$ cat src/rtl/decode_redirect_if.sv
// decode_redirect_if: fetch redirect bus; decode drives the request and targets, fetch/EX drive the stalls.
interface decode_redirect_if;
  logic        id_if_selpcsource;
  logic [1:0]  id_if_selpctype;
  logic [31:0] id_if_pcimd2ext;
  logic [31:0] id_if_rega;
  logic [31:0] id_if_pcindex;
  logic        ex_if_stall;
  logic        iss_stall;
  modport master (
    output id_if_selpcsource, id_if_selpctype, id_if_pcimd2ext, id_if_rega, id_if_pcindex,
    input  ex_if_stall, iss_stall
  );
  modport slave (
    input  id_if_selpcsource, id_if_selpctype, id_if_pcimd2ext, id_if_rega, id_if_pcindex,
    output ex_if_stall, iss_stall
  );
endinterface

$ cat src/rtl/decode_redirect.sv
// decode_redirect: resolves J/JR/BEQ/BNE in ID, holds a registered redirect until fetch takes it, then squashes the wrong path.
// DECODE_REDIRECT_EXC_EN: when defined, SYSCALL redirects to the exception vector (selpctype 11).
module decode_redirect #(
  parameter int unsigned SQUASH_N   = 2,
  parameter logic [31:0] EXC_VECTOR = 32'h0000_0040
) (
  input  logic              clock,
  input  logic              reset,
  decode_redirect_if.master rd,
  input  logic [31:0]       if_id_instruc,
  input  logic [31:0]       if_id_nextpc,
  input  logic              ex_wr_en,
  input  logic [4:0]        ex_wr_addr,
  input  logic [31:0]       rf_rega,
  input  logic [31:0]       rf_regb,
  output logic [4:0]        id_rs,
  output logic [4:0]        id_rt,
  output logic              id_stall,
  output logic [31:0]       id_ex_instruc,
  output logic [31:0]       id_ex_nextpc
);
  localparam int CW = $clog2(SQUASH_N + 2);
  typedef enum logic [1:0] {RUN, WAIT_OP, REDIRECT, SQUASH} state_t;
  state_t        state_q, state_d;
  logic [CW-1:0] cnt_q, cnt_d;
  logic [1:0]    type_q, type_d, type_w;
  logic [31:0]   imd_q, imd_d, rega_q, rega_d, index_q, index_d;
  logic [31:0]   instr_q, instr_d, nextpc_q, nextpc_d;
  logic [5:0]    op, funct;
  logic          is_j, is_jr, is_beq, is_bne, is_br, is_sys, taken, hazard, decode_st, decode;
  // fetch hardwires the vector, so it only needs to be a legal word address
  if (EXC_VECTOR[1:0] != 2'b00) begin : g_vec_check
    $error("EXC_VECTOR must be word aligned");
  end
  assign op     = if_id_instruc[31:26];
  assign funct  = if_id_instruc[5:0];
  assign id_rs  = if_id_instruc[25:21];
  assign id_rt  = if_id_instruc[20:16];
  assign is_j   = op == 6'b000010;
  assign is_beq = op == 6'b000100;
  assign is_bne = op == 6'b000101;
  assign is_br  = is_beq || is_bne;
  assign is_jr  = op == 6'b000000 && funct == 6'b001000;
`ifdef DECODE_REDIRECT_EXC_EN
  assign is_sys = op == 6'b000000 && funct == 6'b001100;
`else
  assign is_sys = 1'b0;
`endif
  assign taken  = is_j || is_jr || is_sys || (is_beq && rf_rega == rf_regb) || (is_bne && rf_rega != rf_regb);
  assign type_w = is_j ? 2'b10 : is_jr ? 2'b01 : is_sys ? 2'b11 : 2'b00;
  // rt is only a source for the compare branches
  assign hazard = ex_wr_en && ex_wr_addr != 5'd0 &&
                  (((is_jr || is_br) && ex_wr_addr == id_rs) || (is_br && ex_wr_addr == id_rt));
  assign decode_st = state_q == RUN || state_q == WAIT_OP;
  assign decode    = decode_st && !rd.ex_if_stall;
  assign id_stall  = !reset && decode_st && hazard;
  always_comb begin
    state_d  = state_q;
    cnt_d    = cnt_q;
    type_d   = type_q;
    imd_d    = imd_q;
    rega_d   = rega_q;
    index_d  = index_q;
    instr_d  = rd.ex_if_stall ? instr_q : 32'h0;
    nextpc_d = rd.ex_if_stall ? nextpc_q : if_id_nextpc;
    if (decode) begin
      state_d = hazard ? WAIT_OP : taken ? REDIRECT : RUN;
      instr_d = hazard ? 32'h0 : if_id_instruc;
      if (!hazard && taken) begin
        type_d  = type_w;
        imd_d   = if_id_nextpc + {{14{if_id_instruc[15]}}, if_id_instruc[15:0], 2'b00};
        rega_d  = rf_rega;
        index_d = {if_id_nextpc[31:28], if_id_instruc[25:0], 2'b00};
      end
    end else if (state_q == REDIRECT && !(rd.ex_if_stall || rd.iss_stall)) begin
      state_d = SQUASH_N == 0 ? RUN : SQUASH;
      cnt_d   = CW'(SQUASH_N);
    end else if (state_q == SQUASH && !rd.ex_if_stall) begin
      cnt_d   = cnt_q - 1'b1;
      state_d = cnt_d == '0 ? RUN : SQUASH;
    end
  end
  always_ff @(posedge clock) begin
    if (reset) begin
      state_q  <= RUN;
      cnt_q    <= '0;
      type_q   <= 2'b00;
      imd_q    <= '0;
      rega_q   <= '0;
      index_q  <= '0;
      instr_q  <= '0;
      nextpc_q <= '0;
    end else begin
      state_q  <= state_d;
      cnt_q    <= cnt_d;
      type_q   <= type_d;
      imd_q    <= imd_d;
      rega_q   <= rega_d;
      index_q  <= index_d;
      instr_q  <= instr_d;
      nextpc_q <= nextpc_d;
    end
  end
  assign rd.id_if_selpcsource = state_q == REDIRECT;
  assign rd.id_if_selpctype   = type_q;
  assign rd.id_if_pcimd2ext   = imd_q;
  assign rd.id_if_rega        = rega_q;
  assign rd.id_if_pcindex     = index_q;
  assign id_ex_instruc        = instr_q;
  assign id_ex_nextpc         = nextpc_q;
endmodule
$ cat src/flat_wrapper.sv
// flat-port wrapper written by rule: the top's interface ports become plain ports
module decode_redirect_flat 
#(
  parameter int unsigned SQUASH_N   = 2,
  parameter logic [31:0] EXC_VECTOR = 32'h0000_0040
)
  (clock, reset, if_id_instruc, if_id_nextpc, ex_wr_en, ex_wr_addr, rf_rega, rf_regb, id_rs, id_rt, id_stall, id_ex_instruc, id_ex_nextpc, rd_id_if_selpcsource, rd_id_if_selpctype, rd_id_if_pcimd2ext, rd_id_if_rega, rd_id_if_pcindex, rd_ex_if_stall, rd_iss_stall);
  decode_redirect_if rd_i ();
  input  logic clock;
  input  logic reset;
  input  logic [31:0] if_id_instruc;
  input  logic [31:0] if_id_nextpc;
  input  logic ex_wr_en;
  input  logic [4:0] ex_wr_addr;
  input  logic [31:0] rf_rega;
  input  logic [31:0] rf_regb;
  output logic [4:0] id_rs;
  output logic [4:0] id_rt;
  output logic id_stall;
  output logic [31:0] id_ex_instruc;
  output logic [31:0] id_ex_nextpc;
  output wire logic [$bits(rd_i.id_if_selpcsource)-1:0] rd_id_if_selpcsource;
  output wire logic [$bits(rd_i.id_if_selpctype)-1:0] rd_id_if_selpctype;
  output wire logic [$bits(rd_i.id_if_pcimd2ext)-1:0] rd_id_if_pcimd2ext;
  output wire logic [$bits(rd_i.id_if_rega)-1:0] rd_id_if_rega;
  output wire logic [$bits(rd_i.id_if_pcindex)-1:0] rd_id_if_pcindex;
  input wire logic [$bits(rd_i.ex_if_stall)-1:0] rd_ex_if_stall;
  input wire logic [$bits(rd_i.iss_stall)-1:0] rd_iss_stall;
  assign rd_id_if_selpcsource = rd_i.id_if_selpcsource;
  assign rd_id_if_selpctype = rd_i.id_if_selpctype;
  assign rd_id_if_pcimd2ext = rd_i.id_if_pcimd2ext;
  assign rd_id_if_rega = rd_i.id_if_rega;
  assign rd_id_if_pcindex = rd_i.id_if_pcindex;
  assign rd_i.ex_if_stall = rd_ex_if_stall;
  assign rd_i.iss_stall = rd_iss_stall;
  decode_redirect #(.SQUASH_N(SQUASH_N), .EXC_VECTOR(EXC_VECTOR)) u_core (.clock(clock), .reset(reset), .rd(rd_i), .if_id_instruc(if_id_instruc), .if_id_nextpc(if_id_nextpc), .ex_wr_en(ex_wr_en), .ex_wr_addr(ex_wr_addr), .rf_rega(rf_rega), .rf_regb(rf_regb), .id_rs(id_rs), .id_rt(id_rt), .id_stall(id_stall), .id_ex_instruc(id_ex_instruc), .id_ex_nextpc(id_ex_nextpc));
endmodule
$ cat config.mk
export PLATFORM = sky130hd
export DESIGN_NAME = decode_redirect_flat
export DESIGN_NICKNAME = d
export VERILOG_FILES = /design/src/rtl/decode_redirect_if.sv /design/src/rtl/decode_redirect.sv /design/src/flat_wrapper.sv
export SDC_FILE = /design/constraint.sdc
export NUM_CORES = 1
export LEC_CHECK = 0
export ABC_AREA = 0
export ABC_CLOCK_PERIOD_IN_PS = 3220
export CORE_ASPECT_RATIO = 1.4
export CORE_MARGIN = 1.5
export CORE_UTILIZATION = 44
export CTS_CLUSTER_SIZE = 40
export DETAILED_ROUTE_END_ITERATION = 16
export PLACE_DENSITY = 0.81
export SLEW_MARGIN = 20
export SYNTH_ARGS = -nofsm -noshare
export SYNTH_HDL_FRONTEND = slang
export SYNTH_SLANG_ARGS = --single-unit
$ cat constraint.sdc
create_clock -name clock -period 3.22 [get_ports clock]
set_input_delay 0.805 -clock clock [delete_from_list [all_inputs] [get_ports clock]]
set_output_delay 0.805 -clock clock [all_outputs]
set_load 0.01 [all_outputs]
==> impl_metrics.yaml, run 1 <==
final_layout:
  fin_util_pct: 73.8
  area_growth_pct: 63.4
  layout_common_cells: "clkdlybuf4s50_1 (283), nor2_1 (184), dfxtp_1 (164), buf_4 (148), mux2i_1 (104)"
  final_cells: 1540
  nFillCells: 1254
  diodes: 0
  final_common_cell: "clkdlybuf4s50_1"
  drive_gt1_share_pct: 16.3
  layout.nets: 1461
detailed_routing:
  ant_nets: 0
  drtIter0Drc: 334
  dr_total_vias: 7942
  first_pass_iters: 4
  drc: 0
  wl_mm: 27.1
  via_per_inst: 5.16
  drt-wirelength-per-cell_um: 17.6
setup_path:
  regToRegStartpoint: "u_core.state_q[1]"
  slowest_delay_ns: 0.46
  critPathMaxFanout: 3
  start_kind: "input port"
  critPathRequiredTime_ns: 2.41
  cp_num_buf_inv: 2
  worstPathCellList: "clkdlybuf4s15_1 -> nor3_4 -> nand3b_1 -> a2111oi_4 -> o221ai_2 -> nor3_2 -> buf_2"
  r2r_end: "u_core.rd.id_if_pcimd2ext[29]"
  worst_path_max_delay_cell: "a2111oi_4"
  r2r_setup_slack_ns: 1.47
  cp.arrival_ns: 2.40
  critical-path-top-delay-family: "compound AO/OA/AOI/OAI gates"
  critPathKind: "input port to output pin"
  end_kind: "output pin"
  ff2ff_path_depth: 6
sta:
  worst_pin_slew_ns: 0.895
  setup_viol: 0
  setup_slack_ns: 0.0183
  fin_worst_skew_ns: 0.00879
  timing.hold.ws_ns: 0.461
  slew_headroom_pct: 40.4
  period_needed_ns: 3.20
  max_freq_mhz: 312
  hold_violations: 0
  finalCritPeriodShare_pct: 99.4
  final_max_slew_viol_count: 0
placed_design:
  pre_cts_ws_ns: -0.736
  gp_congestion: 0.931
  placed_cells: 1502
  io_buffer_count: 309
  hpwl_mm: 20.5
logic_synthesis:
  synthesis.instances: 868
  syn_avg_cell_area_um2: 9.10
  synth_area_um2: 7900
  ys_seq_area_share_pct: 41.6
  ys_seq_elements: 164
  synth.lib_cells_used.distinct: 59
  synth_edf_count: 0
  synth-warning-count: 0
  async_flop_share_pct: 0
  ys.flop_type: "dfxtp_1"
clock_tree:
  cts.sinks: 164
  numCtsBuffers: 17
  htreeDepth: 4
  tritoncts: "done"
  root_buffer: "clkbuf_16"
  clock_latency_ns: 0.43
  clock_path_buffers: 2
  cts_hold_buf: 0
  clkTransAtPathRegs_ns: 0.06
grt:
  antenna_found_initial: 0
  grt_overflow: 0
  grt_max_degree: 87
  grt_pass1_vias: 7891
  grt_pass1_wl_mm: 40.5
  grt_util_all_layers_pct: 28.0
floorplanning:
  die_y_um: 162
  dieArea_um2: 18800
  rows: 57
  die_x_um: 116
  fp.coreArea_um2: 17500
  ios: 312
  start_util_pct: 45.2
pwr:
  p_seq_share_pct: 39.5
  p_sw_share_pct: 26.3
  ir_drop_uv: 418
  p_int_uw: 3940
  p_sw_uw: 1410
  leakagePower_uw: 0.00579
  pwr-share-comb_pct: 20.9
  power_density_nw_per_um2: 415
  p_clk_share_pct: 39.5
hold_path:
  whs_endpoint: "u_core.rd.id_if_pcindex[3]"
  whs_path_depth: 2
  hp-start: "u_core.rd.id_if_pcindex[3]"
  min-delay-path-class: "register to register"
job:
  drv_cap: 0
outcome:
  status: "finished clean"
[cells in the mapped netlist, drive strengths merged (3+ instances only)]
| library cell | number | share of area [%] |
|---|---|---|
| nand3b | 3 | 0.29 |
| nor2b | 4 | 0.32 |
| o21ai | 23 | 1.5 |
| and3 | 3 | 0.24 |
| a21oi | 48 | 3.0 |
| o21bai | 3 | 0.29 |
| dfxtp | 164 | 42 |
| mux2i | 104 | 13 |
| ha | 30 | 4.8 |
| inv | 14 | 0.67 |
| o211ai | 3 | 0.29 |
| nand2b | 6 | 0.48 |
| nor3 | 6 | 0.44 |
| buf | 26 | 2.6 |
| a21o | 14 | 1.3 |
| clkbuf | 32 | 1.5 |
| o21a | 3 | 0.29 |
| nand2 | 30 | 1.4 |
| xor2 | 18 | 2.0 |
| nor4 | 5 | 0.40 |
| a22oi | 33 | 3.1 |
| nand4 | 13 | 1.0 |
| nor2 | 184 | 8.7 |
| a211oi | 5 | 0.54 |
| xnor2 | 50 | 5.5 |
| nand3 | 13 | 0.82 |
[how the worst max path moves through the flow]
stage	start	endpoint	slack, ns	depth (start not counted)
floorplan	if_id_instruc[0]	id_stall	0.32	5
global placement	if_id_instruc[31]	id_stall	-0.66	7
detailed placement	if_id_instruc[29]	id_stall	-0.74	8
CTS	if_id_instruc[0]	id_stall	0.008	7
global route	if_id_instruc[29]	id_stall	-0.06	7
finish	if_id_instruc[29]	id_stall	0.02	7
[kinds of logic after synthesis]
kind of cell / Yosys count / synth area share [%]
XOR/XNOR: 68 / 7.54
AND/OR/NAND/NOR: 276 / 15.0
AO/OA/AOI/OAI: 152 / 12.9
other: 1 / 0.0475
flip-flops: 164 / 41.6
multiplexers: 104 / 13.2
buffers and inverters: 72 / 4.79
adder cells (fa/ha/maj): 31 / 5.01
[cell type report]
cell class,instances,area [µm²],share of cell area (%)
well taps,236,295,2.29
multi-input cells,633,4340,33.6
flip-flops and latches,164,3280,25.4
clock buffers,18,439,3.40
repair buffers,462,4320,33.5
clock inverters,13,174,1.35
inverters,14,55.1,0.427
[stage by stage]
step | total power, µW | cell area, µm² | TNS [ns]
2_1_floorplan | 2640 | 7900 | 0
3_3_place_gp | 3240 | 12100 | -50.51
3_5_place_dp | 3260 | 12100 | -45.89
6_report | 5350 | 12900 | 0
4_1_cts | 5370 | 12800 | 0
5_1_grt | 5550 | 12900 | -0.0641
[sequential cells by signal (all words and copies together), names as in the netlist]
name	count
u_core.rd.id_if_pcimd2ext	32
u_core.id_ex_nextpc	32
u_core.id_ex_instruc	32
u_core.rd.id_if_pcindex	30
u_core.rd.id_if_rega	32
u_core.state_q	2
u_core.rd.id_if_selpctype	2
u_core.cnt_q	2
[layer usage]
layer,track usage (%),share of wire [%]
met4,16.5,5.2
met5,0,0
met3,7.05,6.5
met2,50.0,51
met1,29.0,37
[worst reg2reg max path: stages (launching register included)]
cell and delay [ns]:
dfxtp_1 0.40, nor2_1 0.20, o311ai_4 0.16, buf_4 0.18
clkbuf_16 0.16, a31o_1 0.22, a311o_1 0.32
[repair_timing]
item / 4_1_cts / 5_1_grt
hold endpoints to repair: 0 / 0
endpoints found under the setup margin: 75 / 70
resized for setup: 40 / 14
cloned: 0 / 2
setup buffers: 2 / 3
pin swaps: 10 / 11
[power by group through the flow]
| stage | Sequential [µW] | Clock (µW) | Combinational [µW] |
|---|---|---|---|
| floorplan | 2190 | 0 | 456 |
| global placement | 2160 | 0 | 1080 |
| detailed placement | 2160 | 0 | 1090 |
| CTS | 2120 | 2150 | 1110 |
| global route | 2120 | 2220 | 1200 |
| finish | 2120 | 2120 | 1120 |
Note: power is estimated with default switching activity, not from simulation.
==> run 2, diff against run 1 <==
--- a/config.mk
+++ b/config.mk
@@ -6,7 +6,7 @@
 export NUM_CORES = 1
 export LEC_CHECK = 0
 export ABC_AREA = 0
-export ABC_CLOCK_PERIOD_IN_PS = 3220
+export ABC_CLOCK_PERIOD_IN_PS = 3600
 export CORE_ASPECT_RATIO = 1.4
 export CORE_MARGIN = 1.5
 export CORE_UTILIZATION = 44
==> constraint.sdc (replaced) <==
create_clock -name clock -period 3.6 [get_ports clock]
set_input_delay 0.9 -clock clock [delete_from_list [all_inputs] [get_ports clock]]
set_output_delay 0.9 -clock clock [all_outputs]
set_load 0.01 [all_outputs]
==> impl_metrics.yaml, run 2 (synthesis gave the netlist of run 1 again) <==
outcome:
  status: "finished clean"
sta:
  max_freq_mhz: 283
  period_needed_ns: 3.53
  hold_violations: 0
  worst_pin_slew_ns: 0.904
  finalCritPeriodShare_pct: 98.0
  tns_ns: 0
  fin_worst_skew_ns: 0.00643
  setup_viol: 0
  slew_headroom_pct: 39.7
  grt_setup_unrepaired: "yes"
  final_max_slew_viol_count: 0
clock_tree:
  numCtsBuffers: 17
  root_buffer: "clkbuf_16"
  cts.sinks: 164
  htreeDepth: 4
  tritoncts: "done"
  cts_hold_buf: 0
  clock_path_buffers: 2
  clkTransAtPathRegs_ns: 0.06
  clock_latency_ns: 0.43
setup_path:
  regToRegStartpoint: "u_core.state_q[1]"
  critPathRequiredTime_ns: 2.70
  critPathMostFrequentCell: "nor3_2"
  critical-path-top-delay-family: "simple AND/OR/NAND/NOR gates"
  setup.worst_path.start: "if_id_instruc[29]"
  worst_path_max_delay_cell: "a2111oi_4"
  worstPathCellList: "dlygate4sd2_1 -> nor3_2 -> nand3b_1 -> a2111oi_4 -> o221ai_2 -> nor3_2 -> buf_2"
  cp_num_buf_inv: 2
  end_kind: "output pin"
  slowest_delay_ns: 0.45
  cp.arrival_ns: 2.63
  critPathKind: "input port to output pin"
  critPathMaxFanout: 3
  start_kind: "input port"
final_layout:
  final_common_cell: "clkdlybuf4s50_1"
  layout_common_cells: "clkdlybuf4s50_1 (296), nor2_1 (184), dfxtp_1 (164), mux2i_1 (104), buf_4 (75)"
  area_growth_pct: 55.3
  fin_area_um2: 12300
  drive_gt1_share_pct: 10.3
  final_cells: 1465
  nFillCells: 1339
  layout.nets: 1385
grt:
  grt_max_degree: 89
  grt_overflow: 0
  grt_pass1_wl_mm: 38.4
  antenna_found_initial: 1
  grt_pass1_vias: 7350
  grt_util_all_layers_pct: 26.7
floorplanning:
  die_x_um: 116
  dieArea_um2: 18800
  ios: 312
  rows: 57
  die_y_um: 162
  fp.coreArea_um2: 17500
  start_util_pct: 45.2
pwr:
  ir_drop_uv: 307
  leakagePower_uw: 0.00534
  total_power_uw: 4750
  power_density_nw_per_um2: 387
placed_design:
  io_buffer_count: 309
  placed_cells: 1429
  gp_congestion: 0.932
  hpwl_mm: 20.2
  dpl_cell_area_um2: 11600
detailed_routing:
  dr_total_vias: 7523
  drtIter0Drc: 383
  first_pass_iters: 5
  drc: 0
  via_per_inst: 5.14
  ant_nets: 0
  drt-wirelength-per-cell_um: 17.5
  wl_mm: 25.7
hold_path:
  min-delay-path-class: "register to register"
  hp-start: "u_core.rd.id_if_pcimd2ext[30]"
job:
  drv_cap: 0
run 2: tightest hold or removal path: cells and delay by family (launching register included):
family / cells / cell delay (ns)
AO/OA/AOI/OAI: 1 / 0.05
flip-flops: 1 / 0.31
AND/OR/NAND/NOR: 1 / 0.06
run 2: layout make-up:
cell class              instances  area (µm²)  area share (%)
multi-input cells             633        4290            35.0
repair buffers                386        3700            30.2
diodes                          1        2.50          0.0204
clock inverters                13         195            1.59
clock buffers                  18         439            3.58
flip-flops and latches        164        3280            26.8
well taps                     236         295            2.41
inverters                      14        52.6           0.429
run 2: routing by layer:
layer | vias to the layer above | GRT usage, % | wire, µm
li1 | 3716 | - | -
met1 | 3481 | 27.3 | 9630
met2 | 263 | 49.1 | 13300
met3 | 63 | 6.72 | 1630
met4 | 0 | 13.5 | 1130
met5 | - | 0 | 0
run 2: final timing paths:
check                                   to  slack (ns)  cells after the start
max                               id_stall        0.07                      7
min          u_core.rd.id_if_pcimd2ext[30]        0.46                      2
max reg2reg  u_core.rd.id_if_pcimd2ext[27]        1.80                      6
min reg2reg  u_core.rd.id_if_pcimd2ext[30]        0.46                      2
run 2: per-stage QoR:
step           setup WS (ns)  utilization [%]  hold WS, ns
4_1_cts               0.0112             70.0        0.461
3_3_place_gp          -0.483             66.3        0.441
5_1_grt              -0.0306             70.2        0.471
3_5_place_dp          -0.564             66.3        0.452
6_report              0.0717             70.2        0.463
2_1_floorplan          0.506                -        0.440
run 2: where the power goes:
| part | total (µW) | internal (µW) | switching [µW] |
|---|---|---|---|
| Sequential | 1890 | 1870 | 27.2 |
| Combinational | 900 | 473 | 427 |
| Clock | 1960 | 1190 | 768 |
run 2: what timing repair did:
item,CTS,global route
resized for setup,16,3
endpoints found under the setup margin,1,8
pin swaps,8,5
setup buffers,3,1
hold endpoints to repair,0,0
